$ cat config.mk
export PLATFORM = sky130hd
export DESIGN_NAME = usart_rx
export DESIGN_NICKNAME = d
export VERILOG_FILES = /design/src/rtl/usart_pkg.sv /design/src/rtl/usart_sync.sv /design/src/rtl/usart_rx.sv
export SDC_FILE = /design/constraint.sdc
export NUM_CORES = 1
export LEC_CHECK = 0
export CAP_MARGIN = 25
export CORE_UTILIZATION = 39
export DETAILED_ROUTE_END_ITERATION = 8
export PLACE_DENSITY = 0.72
export SLEW_MARGIN = 30
export SYNTH_ARGS = -nofsm -noshare
export SYNTH_HDL_FRONTEND = slang
export SYNTH_SLANG_ARGS = --single-unit
$ cat constraint.sdc
create_clock -name bit_clock_x16 -period 1.9 [get_ports bit_clock_x16]
set_clock_uncertainty 0.1 [all_clocks]
set_input_delay 0.475 -clock bit_clock_x16 [delete_from_list [all_inputs] [get_ports bit_clock_x16]]
set_output_delay 0.475 -clock bit_clock_x16 [all_outputs]
set_load 0.005 [all_outputs]
$ cat src/rtl/usart_pkg.sv
// Shared USART definitions: receiver state encoding, frame width, default oversampling
// and the 2-of-3 vote used when USART_RX_MAJORITY_EN is defined.
package usart_pkg;

    localparam int USART_DATA_BITS  = 8;
    localparam int USART_OVERSAMPLE = 16;

    typedef enum logic [2:0] {
        IDLE      = 3'd0,
        START     = 3'd1,
        DATA      = 3'd2,
        STOP      = 3'd3,
        WAIT_HIGH = 3'd4
    } usart_state_e;

    function automatic logic maj3(input logic a, input logic b, input logic c);
        return (a & b) | (a & c) | (b & c);
    endfunction

endpackage

$ cat src/rtl/usart_sync.sv
// Two-flop synchronizer for an asynchronous single-bit input.
// Both flops take RESET_VAL on reset so the output is at its idle level immediately.
module usart_sync #(
    parameter logic RESET_VAL = 1'b1
) (
    input  logic clk_i,
    input  logic rst_ni,
    input  logic d_i,
    output logic q_o
);

    logic meta_q;
    logic sync_q;

    always_ff @(posedge clk_i or negedge rst_ni) begin
        if (!rst_ni) begin
            meta_q <= RESET_VAL;
            sync_q <= RESET_VAL;
        end else begin
            meta_q <= d_i;
            sync_q <= meta_q;
        end
    end

    assign q_o = sync_q;

endmodule

$ cat src/rtl/usart_rx.sv
// Oversampled asynchronous receiver: 8N1 frames, LSB first, holding register with ready/read.
// Define USART_RX_MAJORITY_EN to decide each bit by a 2-of-3 vote over the last three samples.
module usart_rx
    import usart_pkg::*;
#(
    parameter int OVERSAMPLE = USART_OVERSAMPLE
) (
    input  logic         bit_clock_x16,
    input  logic         reset_n,
    input  logic         rx_pin,
    input  logic         read_in,
    output logic [7:0]   data_out,
    output logic         ready,
    output logic         framing_error,
    output logic         overrun,
    output logic         busy,
    output usart_state_e state_dbg
);

    localparam int CW = $clog2(OVERSAMPLE);
    localparam int BW = $clog2(USART_DATA_BITS);
    localparam logic [CW-1:0] HALF_M1  = CW'(OVERSAMPLE / 2 - 1);
    localparam logic [CW-1:0] LAST_CNT = CW'(OVERSAMPLE - 1);
    localparam logic [BW-1:0] LAST_BIT = BW'(USART_DATA_BITS - 1);

    usart_state_e               state_q;
    logic [CW-1:0]              cnt_q;
    logic [BW-1:0]              bit_idx_q;
    logic [USART_DATA_BITS-1:0] shift_q;
    logic [USART_DATA_BITS-1:0] data_q;
    logic                       ready_q;
    logic                       fe_q;
    logic                       ovr_q;
    logic                       busy_q;
    logic                       rxs;
    logic                       bit_val;

    usart_sync #(.RESET_VAL(1'b1)) u_sync (
        .clk_i  (bit_clock_x16),
        .rst_ni (reset_n),
        .d_i    (rx_pin),
        .q_o    (rxs)
    );

`ifdef USART_RX_MAJORITY_EN
    // The two previous samples plus the current one cover counts H-2, H-1 and H.
    logic [1:0] hist_q;

    always_ff @(posedge bit_clock_x16 or negedge reset_n) begin
        if (!reset_n) begin
            hist_q <= 2'b11;
        end else begin
            hist_q <= {hist_q[0], rxs};
        end
    end

    assign bit_val = maj3(hist_q[1], hist_q[0], rxs);
`else
    assign bit_val = rxs;
`endif

    always_ff @(posedge bit_clock_x16 or negedge reset_n) begin
        if (!reset_n) begin
            state_q   <= IDLE;
            cnt_q     <= '0;
            bit_idx_q <= '0;
            shift_q   <= '0;
            data_q    <= '0;
            ready_q   <= 1'b0;
            fe_q      <= 1'b0;
            ovr_q     <= 1'b0;
            busy_q    <= 1'b0;
        end else begin
            // A read clears the flags; a load later in this block overrides it.
            if (read_in && ready_q) begin
                ready_q <= 1'b0;
                fe_q    <= 1'b0;
                ovr_q   <= 1'b0;
            end

            case (state_q)
                IDLE: begin
                    if (!rxs) begin
                        state_q <= START;
                        busy_q  <= 1'b1;
                        cnt_q   <= '0;
                    end
                end

                START: begin
                    cnt_q <= cnt_q + 1'b1;
                    if (cnt_q == HALF_M1) begin
                        cnt_q <= '0;
                        if (!bit_val) begin
                            state_q   <= DATA;
                            bit_idx_q <= '0;
                        end else begin
                            state_q <= IDLE;
                            busy_q  <= 1'b0;
                        end
                    end
                end

                DATA: begin
                    cnt_q <= cnt_q + 1'b1;
                    if (cnt_q == LAST_CNT) begin
                        shift_q   <= {bit_val, shift_q[USART_DATA_BITS-1:1]};
                        bit_idx_q <= bit_idx_q + 1'b1;
                        if (bit_idx_q == LAST_BIT) begin
                            state_q <= STOP;
                        end
                    end
                end

                STOP: begin
                    cnt_q <= cnt_q + 1'b1;
                    if (cnt_q == LAST_CNT) begin
                        data_q  <= shift_q;
                        ready_q <= 1'b1;
                        fe_q    <= ~bit_val;
                        if (ready_q && !read_in) begin
                            ovr_q <= 1'b1;
                        end
                        // Leaving half a bit early lets a back-to-back start edge be seen.
                        if (bit_val) begin
                            state_q <= IDLE;
                            busy_q  <= 1'b0;
                        end else begin
                            state_q <= WAIT_HIGH;
                        end
                    end
                end

                WAIT_HIGH: begin
                    if (rxs) begin
                        state_q <= IDLE;
                        busy_q  <= 1'b0;
                    end
                end

                default: begin
                    state_q <= IDLE;
                    busy_q  <= 1'b0;
                end
            endcase
        end
    end

    assign data_out      = data_q;
    assign ready         = ready_q;
    assign framing_error = fe_q;
    assign overrun       = ovr_q;
    assign busy          = busy_q;
    assign state_dbg     = state_q;

endmodule

Word-level counts from Yosys, hierarchy flattened

Cells that the tools add are included.

Register bits: 32
Input bits: 4
Output and inout port bits: 15
Word-level logic and storage cells: 73

Add/subtract/negate cells: 2
Equality and inequality tests: 14
Mux-type cells: 31
Bitwise logic cells: 2
Reductions and logical operators: 13

Operators with widths:

| kind                                                | number |
|---|---|
| two-way mux 3 bit                                   | 10 |
| one-hot mux 3 bit (5 select lines)                  | 1 |
| two-way mux 1 bit                                   | 14 |
| != test 2 bit, second input constant                | 6 |
| one-hot mux 4 bit (3 select lines)                  | 1 |
| two-way mux 4 bit                                   | 2 |
| AND reduction 4 bit                                 | 2 |
| equality test 3 x 2 -> 1 bit, second input constant | 2 |
| equality test 3 bit, second input constant          | 2 |
| one-hot mux 3 bit (2 select lines)                  | 1 |
| AND reduction 2 bit                                 | 3 |
| AND reduction 6 bit                                 | 1 |
| one-hot mux 1 bit (5 select lines)                  | 1 |
| adder 4 x 1 -> 4 bit, second input constant         | 1 |
| equality test 4 x 3 -> 1 bit, second input constant | 1 |
| equality test 4 bit, second input constant          | 1 |
| adder 3 x 1 -> 3 bit, second input constant         | 1 |
| equality test 3 x 1 -> 1 bit, second input constant | 1 |
| zero test 3 bit                                     | 1 |
| nonzero test 3 bit                                  | 1 |
| logical AND 1 bit                                   | 2 |
| two-way mux 2 bit                                   | 1 |
| != test 2 x 1 -> 1 bit, second input constant       | 1 |
| inverter 1 bit                                      | 2 |
| other kinds (3)                                     | 3 |

Longest topological paths before layout

Depth in word-level cells: 5
Depth in mapped cells: 5
Gate-level depth less buffers: 5

Modules after synthesis

Synthesis repeated with hierarchy kept, for this count alone.

Cell total of the unflattened synthesis: 103
Area, all modules: 1,420.1 um^2

Modules (own cells, without submodules):

| module     | instances | cells each | area each (um^2) | seq. area each (um^2) |
|---|---|---|---|---|
| usart_rx   | 1         | 101        | 1,367.6          | 750.7 |
| usart_sync | 1         | 2          | 52.6             | 52.6 |

Worst setup path before layout

OpenSTA, ideal clock, no wires.

Kind: flip-flop to flip-flop
Start: reg cnt_q[0]
End: reg shift_q[1]
Setup time: 0.125 ns
Arrival: 1.400 ns
Required time: 1.675 ns
Slack: 0.275 ns
Cell stages (with the launch flop): 6
Buffers on the path: 1
Period minus slack after synthesis: 1.625 ns
Path through: dfrtp_1 > ha_1 > and3b_4 > and2_4 > buf_12 > mux2_4

Longest elaborated chain between the ends: 2

RTL lines:

| element                       | line            | text |
|---|---|---|
| start, declared               | usart_rx.sv:27  | `logic [CW-1:0] cnt_q;` |
| start signal, assigned        | usart_rx.sv:91  | `cnt_q <= cnt_q + 1'b1;` |
| start signal, assigned        | usart_rx.sv:105 | `cnt_q <= cnt_q + 1'b1;` |
| start signal, assigned        | usart_rx.sv:116 | `cnt_q <= cnt_q + 1'b1;` |
| equality test 4 bit           | usart_rx.sv:106 | `if (cnt_q == LAST_CNT) begin` |
| AND reduction 2 bit (no line) | --              |  |
| end signal, assigned          | usart_rx.sv:107 | `shift_q <= {bit_val, shift_q[USART_DATA_BITS-1:1]};` |
| end, declared                 | usart_rx.sv:29  | `logic [USART_DATA_BITS-1:0] shift_q;` |

Every way passes these cells.
A chain may end at the register's enable or synchronous reset.

Worst setup path after layout

Start: reg state_q[0], in the netlist state_dbg[0]
End: out state_dbg[0]

RTL lines:

| element                | line           | text |
|---|---|---|
| start, declared        | usart_rx.sv:26 | `usart_state_e state_q;` |
| start signal, assigned | usart_rx.sv:64 | `state_q <= IDLE;` |
| start signal, assigned | usart_rx.sv:84 | `state_q <= START;` |
| start signal, assigned | usart_rx.sv:95 | `state_q <= DATA;` |
| end, declared          | usart_rx.sv:17 | `output usart_state_e state_dbg` |

No word-level cell between the ends.

==> metrics.yaml <==
sta:
  setup_viol: 0
  holdWs_ns: 0.2629
  rsz0062_at_grt: "false"
  relSlewSlack_pct: 73.34
  worst_slew_pin_slew_ns: 0.3958
  hold_violations: 0
  fmax_mhz: 552.6
  worst_slack_ns: 0.09026
  finalCriticalPeriod_ns: 1.810
  finalCritPeriodShare_pct: 95.25
  setup-tns-final_ns: 0
  drv_slew: 0
grt:
  grt_pass1_vias: 941
  grt_max_degree: 33
  grt_overflow: 0
  grt_pass1_wl_um: 4278
  grt_usage_pct: 14.78
  antenna_found_initial: 0
worst_setup_path:
  rrSetupSlack_ns: 0.18
  critPathLaunchType: "flop"
  slowest_delay_ns: 0.50
  criticalPathCategory: "flop to output pin"
  cp.depth: 1
  cp_cell_sequence: "clkdlybuf4s50_1"
  endpoint_kind: "output pin"
  r2r_end: "shift_q[0]"
  cp_num_buf_inv: 1
  reg2regPathDepth: 4
  cp.arrival_ns: 1.23
  r2r-start: "state_dbg[2]"
  crit_fanout: 4
  cpMaxStageDelayCell: "clkdlybuf4s50_1"
  crit_family: "buffers and inverters"
  cp_data_required_time_ns: 1.32
routing:
  via_per_inst: 5.102
  drtIter0Drc: 49
  drt-pass1-iter-count: 4
  drc_errors: 0
  drt_wl_total_um: 2540
  wl_per_cell_um: 14.35
  final_antenna_net_count: 0
  vias: 903
power:
  total_power_mw: 1.863
  power.density_nw_per_um2: 1074
  vdd_drop_max_mv: 0.5734
  p_leak_nw: 0.8049
cts:
  cts_made_buffers: 5
  clk_pin_slew_ns: 0.09
  clock-sinks: 32
  cts_tree: "built"
  clock_path_buffers: 2
  hold_buffers: 0
  h-tree-depth: 2
  root_buffer: "clkbuf_4"
  clk-insertion-delay-late_ns: 0.33
finish:
  areaGrowthSynthToFinish_pct: 21.15
  drive_above_1_share_pct: 29.77
  nFillCells: 306
  nNetsFinal: 137
  diodes: 0
yosys:
  synth_fp_nets: 112
  synth.most_common_cell: "dfrtp_1"
  synthTopCellsByArea: "dfrtp_1, mux2_2, mux2_4, dfstp_2, ha_1"
  ys_seq_area_share_pct: 56.12
  synth_edf_count: 0
  yosysWarnings: 0
  ys.flop_type: "dfrtp_1"
  synth_top_area_share_pct: 52.45
  async_flop_share_pct: 100.0
  synth_common_cells: "dfrtp_1, mux2_2, mux2_4"
  synth_area_um2: 1431
  synth-seq-cells: 32
  yosysUniqueCellTypes: 37
  synth.avg_cell_area_um2: 13.63
  yosysTopAreaCell: "dfrtp_1"
  synthCells: 105
outcome:
  status: "completed"
floorplanning:
  ioPinCount: 19
  start_util_pct: 41.90
  die_w_um: 62.58
  placement_rows: 21
  coreArea_um2: 3416
  die_area_um2: 3916
  die_y_um: 62.58
placed_design:
  place.port_buffers: 18
  dpl_worst_slack_ns: 0.1947
  hpwl_um: 1722
  gp_congestion: 0.7671
hold_path:
  holdPathEnd: "u_sync.q_o"
  whs_path_depth: 0
  hp-start: "u_sync.meta_q"
  hold_class: "flop to flop"
job:
  cap_violations: 0
-- cells in the final DEF (no fill, tap or decap), drive strengths merged, types with 2 or more instances in the layout --
cell type	synthesis	routed
a21oi	5	5
a22o	4	4
and2	2	2
and3	2	2
and3b	3	3
buf	5	5
clkbuf	0	8
clkdlybuf4s50	0	17
dfrtp	30	30
dfstp	2	2
ha	3	3
inv	5	5
mux2	18	18
nand2	6	6
o21ai	2	2
-- kinds of logic (layout without fill, tap and decap cells) --
family	count (synthesis)	after routing	synth area share, %
flip-flops	32	32	56.12
AND/OR/NAND/NOR	21	21	9.966
multiplexers	19	19	16.70
AO/OA/AOI/OAI	18	18	8.742
buffers and inverters	10	36	4.545
adder cells (fa/ha/maj)	4	4	3.322
XOR/XNOR	1	1	0.6120
-- through the flow --
stage / utilization (%) / std cells / instance area [um^2]
after floorplan: - / 105 / 1431
after global placement: 48.10 / 165 / 1643
after detailed placement: 48.10 / 165 / 1643
after CTS: 50.11 / 174 / 1712
after global routing: 50.77 / 177 / 1734
final: 50.77 / 177 / 1734
-- state kept, by name, indices dropped and copies added, names as in the netlist, named ones only --
register	cells
state_dbg	3
u_sync.meta_q	1
u_sync.q_o	1
data_out	8
bit_idx_q	3
framing_error	1
busy	1
cnt_q	4
ready	1
shift_q	8
-- routing by layer --
| metal | GRT usage [%] | wire (um) | share of wire, % | up-vias |
|---|---|---|---|---|
| li1 | - | - | - | 429 |
| met1 | 18.71 | 1155 | 45 | 450 |
| met2 | 20.92 | 1207 | 48 | 19 |
| met3 | 4.927 | 118 | 4.6 | 5 |
| met4 | 10.76 | 59 | 2.3 | 0 |
| met5 | 0 | 0 | 0 | - |
-- power breakdown --
part,switching (mW),total (mW),internal [mW]
Sequential,0.147,0.945,0.798
Clock,0.214,0.397,0.182
Combinational,0.206,0.521,0.315
Total,0.567,1.86,1.30
-- how the worst max path moves through the flow --
stage                     slack (ns)           end         start
after floorplan                 0.27    shift_q[1]      cnt_q[0]
after global placement          0.24    shift_q[0]      cnt_q[0]
after detailed placement        0.19    shift_q[0]      cnt_q[0]
after CTS                       0.01         ready         ready
after global routing            0.03          busy          busy
final                           0.09  state_dbg[0]  state_dbg[0]
-- final cells by class --
type                            instances  area [um^2]  share of cell area, %
Sequential cell                        32        807.0                  46.54
Multi-Input combinational cell         63        563.0                  32.47
Timing Repair Buffer                   23        229.0                  13.20
Clock buffer                            8        58.81                  3.391
Tap cell                               46        57.56                  3.319
Inverter                                5        18.77                  1.082
-- timing repair --
item	in CTS	in global routing
resized for setup	4	0
setup buffers	1	3
endpoints found under the setup margin	3	2
Note: power is estimated with default switching activity, not from simulation.
